[src/rtl/dtree_seq_walker_pkg.sv]
// Shared types and widths for the sequential decision-tree walker.
// Latency: n/a (types and constants only).
// Backpressure: n/a.
package dtree_pkg;

  localparam int N_FEAT    = 16;
  localparam int FEAT_W    = 8;
  localparam int CLASS_W   = 4;
  localparam int N_NODES   = 64;
  localparam int MAX_DEPTH = 15;

  // Index widths never drop below one bit so degenerate sizes still elaborate.
  function automatic int fidx_w(input int n_feat);
    return (n_feat > 1) ? $clog2(n_feat) : 1;
  endfunction

  function automatic int addr_w(input int n_nodes);
    return (n_nodes > 1) ? $clog2(n_nodes) : 1;
  endfunction

  function automatic int node_w(input int n_feat, input int feat_w, input int n_nodes);
    return 1 + fidx_w(n_feat) + feat_w + 2 * addr_w(n_nodes);
  endfunction

  localparam int FIDX_W  = fidx_w(N_FEAT);
  localparam int AW      = addr_w(N_NODES);
  localparam int NODE_W  = node_w(N_FEAT, FEAT_W, N_NODES);
  localparam int DEPTH_W = $clog2(MAX_DEPTH + 1);

  typedef enum logic [1:0] {
    IDLE = 2'd0,
    WALK = 2'd1,
    DONE = 2'd2
  } state_e;

  // Field order MSB first; a leaf carries its class in the low CLASS_W bits.
  typedef struct packed {
    logic              leaf;
    logic [FIDX_W-1:0] fidx;
    logic [FEAT_W-1:0] thresh;
    logic [AW-1:0]     left;
    logic [AW-1:0]     right;
  } node_t;

  // Leaf, class 0: an unloaded table classifies everything as class 0.
  localparam node_t NODE_RST = node_t'({1'b1, {(NODE_W-1){1'b0}}});

endpackage

[src/rtl/dtree_seq_walker_if.sv]
// Config, sample and result handshake bundle for the tree walker.
// Latency: n/a (wiring only).
// Backpressure: valid/ready on samples and results; config gated by cfg_ready.
interface dtree_seq_walker_if;
  import dtree_pkg::*;

  logic                     cfg_we;
  logic [AW-1:0]            cfg_addr;
  logic [NODE_W-1:0]        cfg_wdata;
  logic                     cfg_ready;
  logic                     in_valid;
  logic                     in_ready;
  logic [N_FEAT*FEAT_W-1:0] in_feats;
  logic                     out_valid;
  logic                     out_ready;
  logic [CLASS_W-1:0]       out_class;
  logic [DEPTH_W-1:0]       out_depth;
  logic                     out_err;

  modport master (
    output cfg_we, cfg_addr, cfg_wdata, in_valid, in_feats, out_ready,
    input  cfg_ready, in_ready, out_valid, out_class, out_depth, out_err
  );

  modport slave (
    input  cfg_we, cfg_addr, cfg_wdata, in_valid, in_feats, out_ready,
    output cfg_ready, in_ready, out_valid, out_class, out_depth, out_err
  );

endinterface

[src/rtl/dtree_seq_walker_node_table.sv]
// Node table: register file, one synchronous write port, one asynchronous read port.
// Latency: write visible after the write edge; read is combinational.
// Backpressure: none; the caller decides when writes are allowed.
module dtree_node_table
  import dtree_pkg::*;
(
  input  logic          clk,
  input  logic          rst,
  input  logic          i_we,
  input  logic [AW-1:0] i_waddr,
  input  node_t         i_wdata,
  input  logic [AW-1:0] i_raddr,
  output node_t         o_rdata
);

  node_t r_mem [N_NODES];

  // Every entry returns to the leaf-class-0 node on reset; otherwise single-port write.
  always_ff @(posedge clk or posedge rst) begin
    if (rst) begin
      for (int i = 0; i < N_NODES; i++) begin
        r_mem[i] <= NODE_RST;
      end
    end else if (i_we) begin
      r_mem[i_waddr] <= i_wdata;
    end
  end

  assign o_rdata = r_mem[i_raddr];

endmodule

[src/rtl/dtree_seq_walker.sv]
// Sequential decision-tree walker: one node per cycle through a shared feature mux and <= comparator.
// Latency: result valid D+1 cycles after accept for a path of D internal nodes.
// Backpressure: result held until out_ready; no new sample or table write until back in IDLE.
// Optional macro DTREE_PERF_CNT_EN adds saturating perf_infer / perf_cycles counters.
module dtree_seq_walker
  import dtree_pkg::*;
(
  input  logic clk,
  input  logic rst,
`ifdef DTREE_PERF_CNT_EN
  output logic [15:0] perf_infer,
  output logic [15:0] perf_cycles,
`endif
  dtree_seq_walker_if.slave bus
);

  state_e                          r_state;
  logic [AW-1:0]                   r_ptr;
  logic [DEPTH_W-1:0]              r_depth;
  logic [N_FEAT-1:0][FEAT_W-1:0]   r_feats;
  logic                            r_idle;
  logic                            r_cfg_ready;
  logic                            r_out_valid;
  logic                            r_out_err;
  logic [CLASS_W-1:0]              r_out_class;
  logic [DEPTH_W-1:0]              r_out_depth;

  node_t                           w_node;
  logic                            w_tbl_we;
  logic [FEAT_W-1:0]               w_feat;
  logic                            w_go_left;
  logic [AW-1:0]                   w_child;
  logic                            w_walk_err;

  // Writes land only while idle, so a walk never sees the table change under it.
  assign w_tbl_we = bus.cfg_we & (r_state == IDLE);

  dtree_node_table u_table (
    .clk     (clk),
    .rst     (rst),
    .i_we    (w_tbl_we),
    .i_waddr (bus.cfg_addr),
    .i_wdata (node_t'(bus.cfg_wdata)),
    .i_raddr (r_ptr),
    .o_rdata (w_node)
  );

  // Shared feature mux; an out-of-range feature index reads as zero.
  always_comb begin
    w_feat = '0;
    if (32'(w_node.fidx) < N_FEAT) begin
      w_feat = r_feats[w_node.fidx];
    end
  end

  assign w_go_left  = (w_feat <= w_node.thresh);
  assign w_child    = w_go_left ? w_node.left : w_node.right;
  assign w_walk_err = (32'(r_depth) == MAX_DEPTH) || (32'(w_child) >= N_NODES);

  // Walker FSM: capture sample, follow one node per cycle, hold result until consumed.
  always_ff @(posedge clk or posedge rst) begin
    if (rst) begin
      r_state     <= IDLE;
      r_ptr       <= '0;
      r_depth     <= '0;
      r_feats     <= '0;
      r_idle      <= 1'b1;
      r_cfg_ready <= 1'b1;
      r_out_valid <= 1'b0;
      r_out_err   <= 1'b0;
      r_out_class <= '0;
      r_out_depth <= '0;
    end else begin
      case (r_state)
        IDLE: begin
          // Config has priority: a write cycle never accepts a sample.
          if (!bus.cfg_we && bus.in_valid) begin
            r_feats     <= bus.in_feats;
            r_ptr       <= '0;
            r_depth     <= '0;
            r_idle      <= 1'b0;
            r_cfg_ready <= 1'b0;
            r_state     <= WALK;
          end
        end
        WALK: begin
          if (w_node.leaf) begin
            r_out_class <= w_node[CLASS_W-1:0];
            r_out_depth <= r_depth;
            r_out_err   <= 1'b0;
            r_out_valid <= 1'b1;
            r_state     <= DONE;
          end else if (w_walk_err) begin
            r_out_class <= '0;
            r_out_depth <= r_depth;
            r_out_err   <= 1'b1;
            r_out_valid <= 1'b1;
            r_state     <= DONE;
          end else begin
            r_ptr   <= w_child;
            r_depth <= r_depth + DEPTH_W'(1);
          end
        end
        DONE: begin
          if (bus.out_ready) begin
            r_out_valid <= 1'b0;
            r_out_err   <= 1'b0;
            r_out_class <= '0;
            r_out_depth <= '0;
            r_idle      <= 1'b1;
            r_cfg_ready <= 1'b1;
            r_state     <= IDLE;
          end
        end
        default: begin
          r_idle      <= 1'b1;
          r_cfg_ready <= 1'b1;
          r_out_valid <= 1'b0;
          r_state     <= IDLE;
        end
      endcase
    end
  end

  assign bus.cfg_ready = r_cfg_ready;
  assign bus.in_ready  = r_idle & ~bus.cfg_we;
  assign bus.out_valid = r_out_valid;
  assign bus.out_class = r_out_class;
  assign bus.out_depth = r_out_depth;
  assign bus.out_err   = r_out_err;

`ifdef DTREE_PERF_CNT_EN
  logic [15:0] r_perf_infer;
  logic [15:0] r_perf_cycles;

  // Saturating counters of completed results and cycles spent walking.
  always_ff @(posedge clk or posedge rst) begin
    if (rst) begin
      r_perf_infer  <= '0;
      r_perf_cycles <= '0;
    end else begin
      if ((r_state == WALK) && (r_perf_cycles != 16'hFFFF)) begin
        r_perf_cycles <= r_perf_cycles + 16'd1;
      end
      if ((r_state == DONE) && bus.out_ready && (r_perf_infer != 16'hFFFF)) begin
        r_perf_infer <= r_perf_infer + 16'd1;
      end
    end
  end

  assign perf_infer  = r_perf_infer;
  assign perf_cycles = r_perf_cycles;
`endif

endmodule

[src/flat_wrapper.sv]
// flat-port wrapper written by rule: the top's interface ports become plain ports
module dtree_seq_walker_flat import dtree_pkg::*;
  (clk, rst, bus_cfg_we, bus_cfg_addr, bus_cfg_wdata, bus_in_valid, bus_in_feats, bus_out_ready, bus_cfg_ready, bus_in_ready, bus_out_valid, bus_out_class, bus_out_depth, bus_out_err);
  dtree_seq_walker_if bus_i ();
  input  logic clk;
  input  logic rst;
  input wire logic [$bits(bus_i.cfg_we)-1:0] bus_cfg_we;
  input wire logic [$bits(bus_i.cfg_addr)-1:0] bus_cfg_addr;
  input wire logic [$bits(bus_i.cfg_wdata)-1:0] bus_cfg_wdata;
  input wire logic [$bits(bus_i.in_valid)-1:0] bus_in_valid;
  input wire logic [$bits(bus_i.in_feats)-1:0] bus_in_feats;
  input wire logic [$bits(bus_i.out_ready)-1:0] bus_out_ready;
  output wire logic [$bits(bus_i.cfg_ready)-1:0] bus_cfg_ready;
  output wire logic [$bits(bus_i.in_ready)-1:0] bus_in_ready;
  output wire logic [$bits(bus_i.out_valid)-1:0] bus_out_valid;
  output wire logic [$bits(bus_i.out_class)-1:0] bus_out_class;
  output wire logic [$bits(bus_i.out_depth)-1:0] bus_out_depth;
  output wire logic [$bits(bus_i.out_err)-1:0] bus_out_err;
  assign bus_i.cfg_we = bus_cfg_we;
  assign bus_i.cfg_addr = bus_cfg_addr;
  assign bus_i.cfg_wdata = bus_cfg_wdata;
  assign bus_i.in_valid = bus_in_valid;
  assign bus_i.in_feats = bus_in_feats;
  assign bus_i.out_ready = bus_out_ready;
  assign bus_cfg_ready = bus_i.cfg_ready;
  assign bus_in_ready = bus_i.in_ready;
  assign bus_out_valid = bus_i.out_valid;
  assign bus_out_class = bus_i.out_class;
  assign bus_out_depth = bus_i.out_depth;
  assign bus_out_err = bus_i.out_err;
  dtree_seq_walker u_core (.clk(clk), .rst(rst), .bus(bus_i));
endmodule
[config.mk]
export PLATFORM = sky130hd
export DESIGN_NAME = dtree_seq_walker_flat
export DESIGN_NICKNAME = d
export VERILOG_FILES = /design/src/rtl/dtree_seq_walker_pkg.sv /design/src/rtl/dtree_seq_walker_if.sv /design/src/rtl/dtree_seq_walker_node_table.sv /design/src/rtl/dtree_seq_walker.sv /design/src/flat_wrapper.sv
export SDC_FILE = /design/constraint.sdc
export NUM_CORES = 2
export LEC_CHECK = 0
export ABC_AREA = 1
export CORE_UTILIZATION = 31
export CTS_BUF_LIST = sky130_fd_sc_hd__clkbuf_8
export DETAILED_ROUTE_END_ITERATION = 8
export GPL_ROUTABILITY_DRIVEN = 0
export HOLD_SLACK_MARGIN = 0.08
export REMOVE_ABC_BUFFERS = 1
export SYNTH_ARGS = -nofsm -noshare
export SYNTH_HDL_FRONTEND = slang
export SYNTH_SLANG_ARGS = --single-unit
[constraint.sdc]
create_clock -name clk -period 61.4 [get_ports clk]
set_input_delay 6.14 -clock clk [delete_from_list [all_inputs] [get_ports clk]]
set_output_delay 6.14 -clock clk [all_outputs]
set_load 0.1 [all_outputs]
==> out/results.ini <==
[floorplanning]
floorplan.initialDensity=0.312
die_h_um=508
coreArea_sq_um=254000
ios=176
die_area_sq_um=258000
die_w_um=508
std_cell_rows=185

[timing]
rsz0062_at_grt=no
finalWorstSetupSlack_ns=47.39
worstMarginPinSlew_ns=1.38
min_period_ns=14.01
setup_viol_count_final=0
finClkSkew_ns=0.0760
hold_violations=0
holdWs_ns=0.465
period_share=0.228
slew_headroom=0.0787
drv_slew=0
final.setup.tns_ns=0
fmax_ghz=0.0714

[final_layout]
drive_above_1_share=0.0775
fin_cells=12943
seq_area_sq_um=43900
final_nets=9519
multiInputGateArea_sq_um=30800
area_growth_pct=11.9
fillers=26193

[place]
io_buffers=175
dp_hpwl_um=142000
dp.cells=12394
place_ws_ns=47.38

[setup_path]
start_kind=input port
end_kind=output pin
worst_ep_required_time_ns=55.26
critical_path.top_delay_family=buffers and inverters
cpPeakStageDelay_ns=1.14
ff2ff_setup_slack_ns=54.02
slowest_stage=clkdlybuf4s50_1
cp.buffers_inverters=2
crit_fanout=3
path_common_cell=clkdlybuf4s50_1
arrival_ns=7.87
cp_cell_sequence=clkdlybuf4s50_1 > nor2_1 > clkdlybuf4s50_1
critPathKind=in -> out

[route]
avgViaCountPerCell=5.29
vias=68456
routed_wl_um=262000
first_pass_iters=7
drc_errors=0
drt-wirelength-per-cell_um=20.3
drt_iter0_drc=8007
drtAntennaViolNets=0

[clocking]
post-cts-setup-buffer-count=0
clock_path_buffers=4
htree_levels=5
clock_latency_ns=1.04
cts_tree=done
cts.reportedPaths.clkPinSlew_ns=0.06
postCtsHoldBufs=0
cts_resized=0
numCtsBuffers=313
clock-sinks=1751
cts_root_buf=clkbuf_8

[power]
power_mw=3.89
leakage_nw=39.8
ir_drop_mv=0.0265
power.density_nw_per_um2=43.9

[synth]
synth.area.top_cells=dfrtp_1, nand2_1, o21ai_0, nand3_1, clkbuf_1
synth-seq-cells=1751
yosys.area.top_type=dfrtp_1
synth.avg_cell_area_sq_um=8.28
syn_inst=9577
synthDistinctLibCells=44
synth_top_cell_area_share=0.532
async_reset_ff_frac=1.00
synth_top_cells_by_count=nand2_1, o21ai_0, dfrtp_1
yosysMostFrequentCell=nand2_1
yosys_most_used_dff=dfrtp_1
syn_area_sq_um=79300
yosysWarnings=0
synth_edf_count=0
ys_seq_area_frac=0.554

[global_routing]
overflow=0
antenna_found_initial=12
grt_max_degree=208
grt_first_pass_wirelength_um=403000
grt.total_usage=0.201
grt_pass1_vias=66704

[flow_run]
drv_cap=0

[outcome]
status=finished, final reports clean

[min_path]
hp-class=reg -> reg

-- layout make-up --
cell class / instances / share of cell area
inverters: 107 / 0.00512
diodes: 10 / 0.000282
well taps: 3366 / 0.0475
repair buffers: 319 / 0.0338
clock buffers: 394 / 0.0612
multi-input cells: 6851 / 0.348
flip-flops and latches: 1751 / 0.495
clock inverters: 145 / 0.00937
-- worst paths after layout --
| kind | start | endpoint | cells past startpoint |
|---|---|---|---|
| max in group asynchronous | rst | u_core.u_table.r_mem[1260] | 6 |
| hold reg to reg | u_core.r_feats[83] | u_core.r_feats[83] | 2 |
| setup / recovery | bus_cfg_we | bus_in_ready | 3 |
| min in group asynchronous | rst | u_core.u_table.r_mem[884] | 2 |
| hold / removal | u_core.r_feats[83] | u_core.r_feats[83] | 2 |
| setup reg to reg | u_core.r_ptr[0] | u_core.r_ptr[1] | 28 |
-- placed cells by master, fill, tap and decap left out, types with 12 or more instances in the layout --
master,synthesis,layout
a21oi_1,50,50
buf_12,1,13
buf_4,67,131
clkbuf_8,0,394
clkdlybuf4s50_1,0,175
clkinv_2,0,22
dfrtp_1,1686,1681
dfstp_2,65,65
ha_1,12,12
inv_1,73,179
inv_2,5,30
nand2_1,2908,2863
nand2_2,4,49
nand3_1,716,716
nor2_1,570,569
o211ai_1,15,15
o21ai_0,2165,2165
o21ai_1,78,78
o221ai_1,30,30
o22ai_1,235,235
-- power by group --
part           internal (mW)  switching, mW  leakage, nW
combinational          0.384          0.901         12.7
sequential              1.38          0.125         23.5
clock                  0.611          0.485         3.63
-- registers in the layout (all words and copies together), names as in the netlist --
register / count
u_core.bus.out_depth: 4
u_core.u_table.r_mem: 1600
u_core.bus.out_valid: 1
u_core.bus.out_err: 1
u_core.r_state: 2
u_core.r_depth: 4
u_core.r_idle: 1
u_core.r_ptr: 6
u_core.r_feats: 128
u_core.bus.out_class: 4
-- layer usage --
layer	GRT usage	share of wire	vias up
met5	0	0	-
met4	0.100	0.046	0
met3	0.0346	0.073	553
met2	0.321	0.46	2774
li1	-	-	31388
met1	0.262	0.42	33741
-- worst min-delay path, cell delays in order, from the launching register on --
cell     delay (ns)
dfrtp_1        0.34
nand2_1        0.05
nand2_1        0.04
-- stage by stage --
step           cell area [sq um]  utilization
3_5_place_dp               82400        0.324
2_1_floorplan              75000            -
6_report                   88700        0.349
5_1_grt                    88700        0.349
3_3_place_gp               82400        0.324
4_1_cts                    88700        0.349
-- logic make-up after synthesis --
logic type | Yosys count | synth area share
simple gates | 4230 | 0.213
compound gates | 2608 | 0.172
flops | 1751 | 0.554
buf+inv | 975 | 0.0594
fa+ha+maj | 12 | 0.00189
xor+xnor | 1 | 0.000111
(Power assumes the default switching activity.)
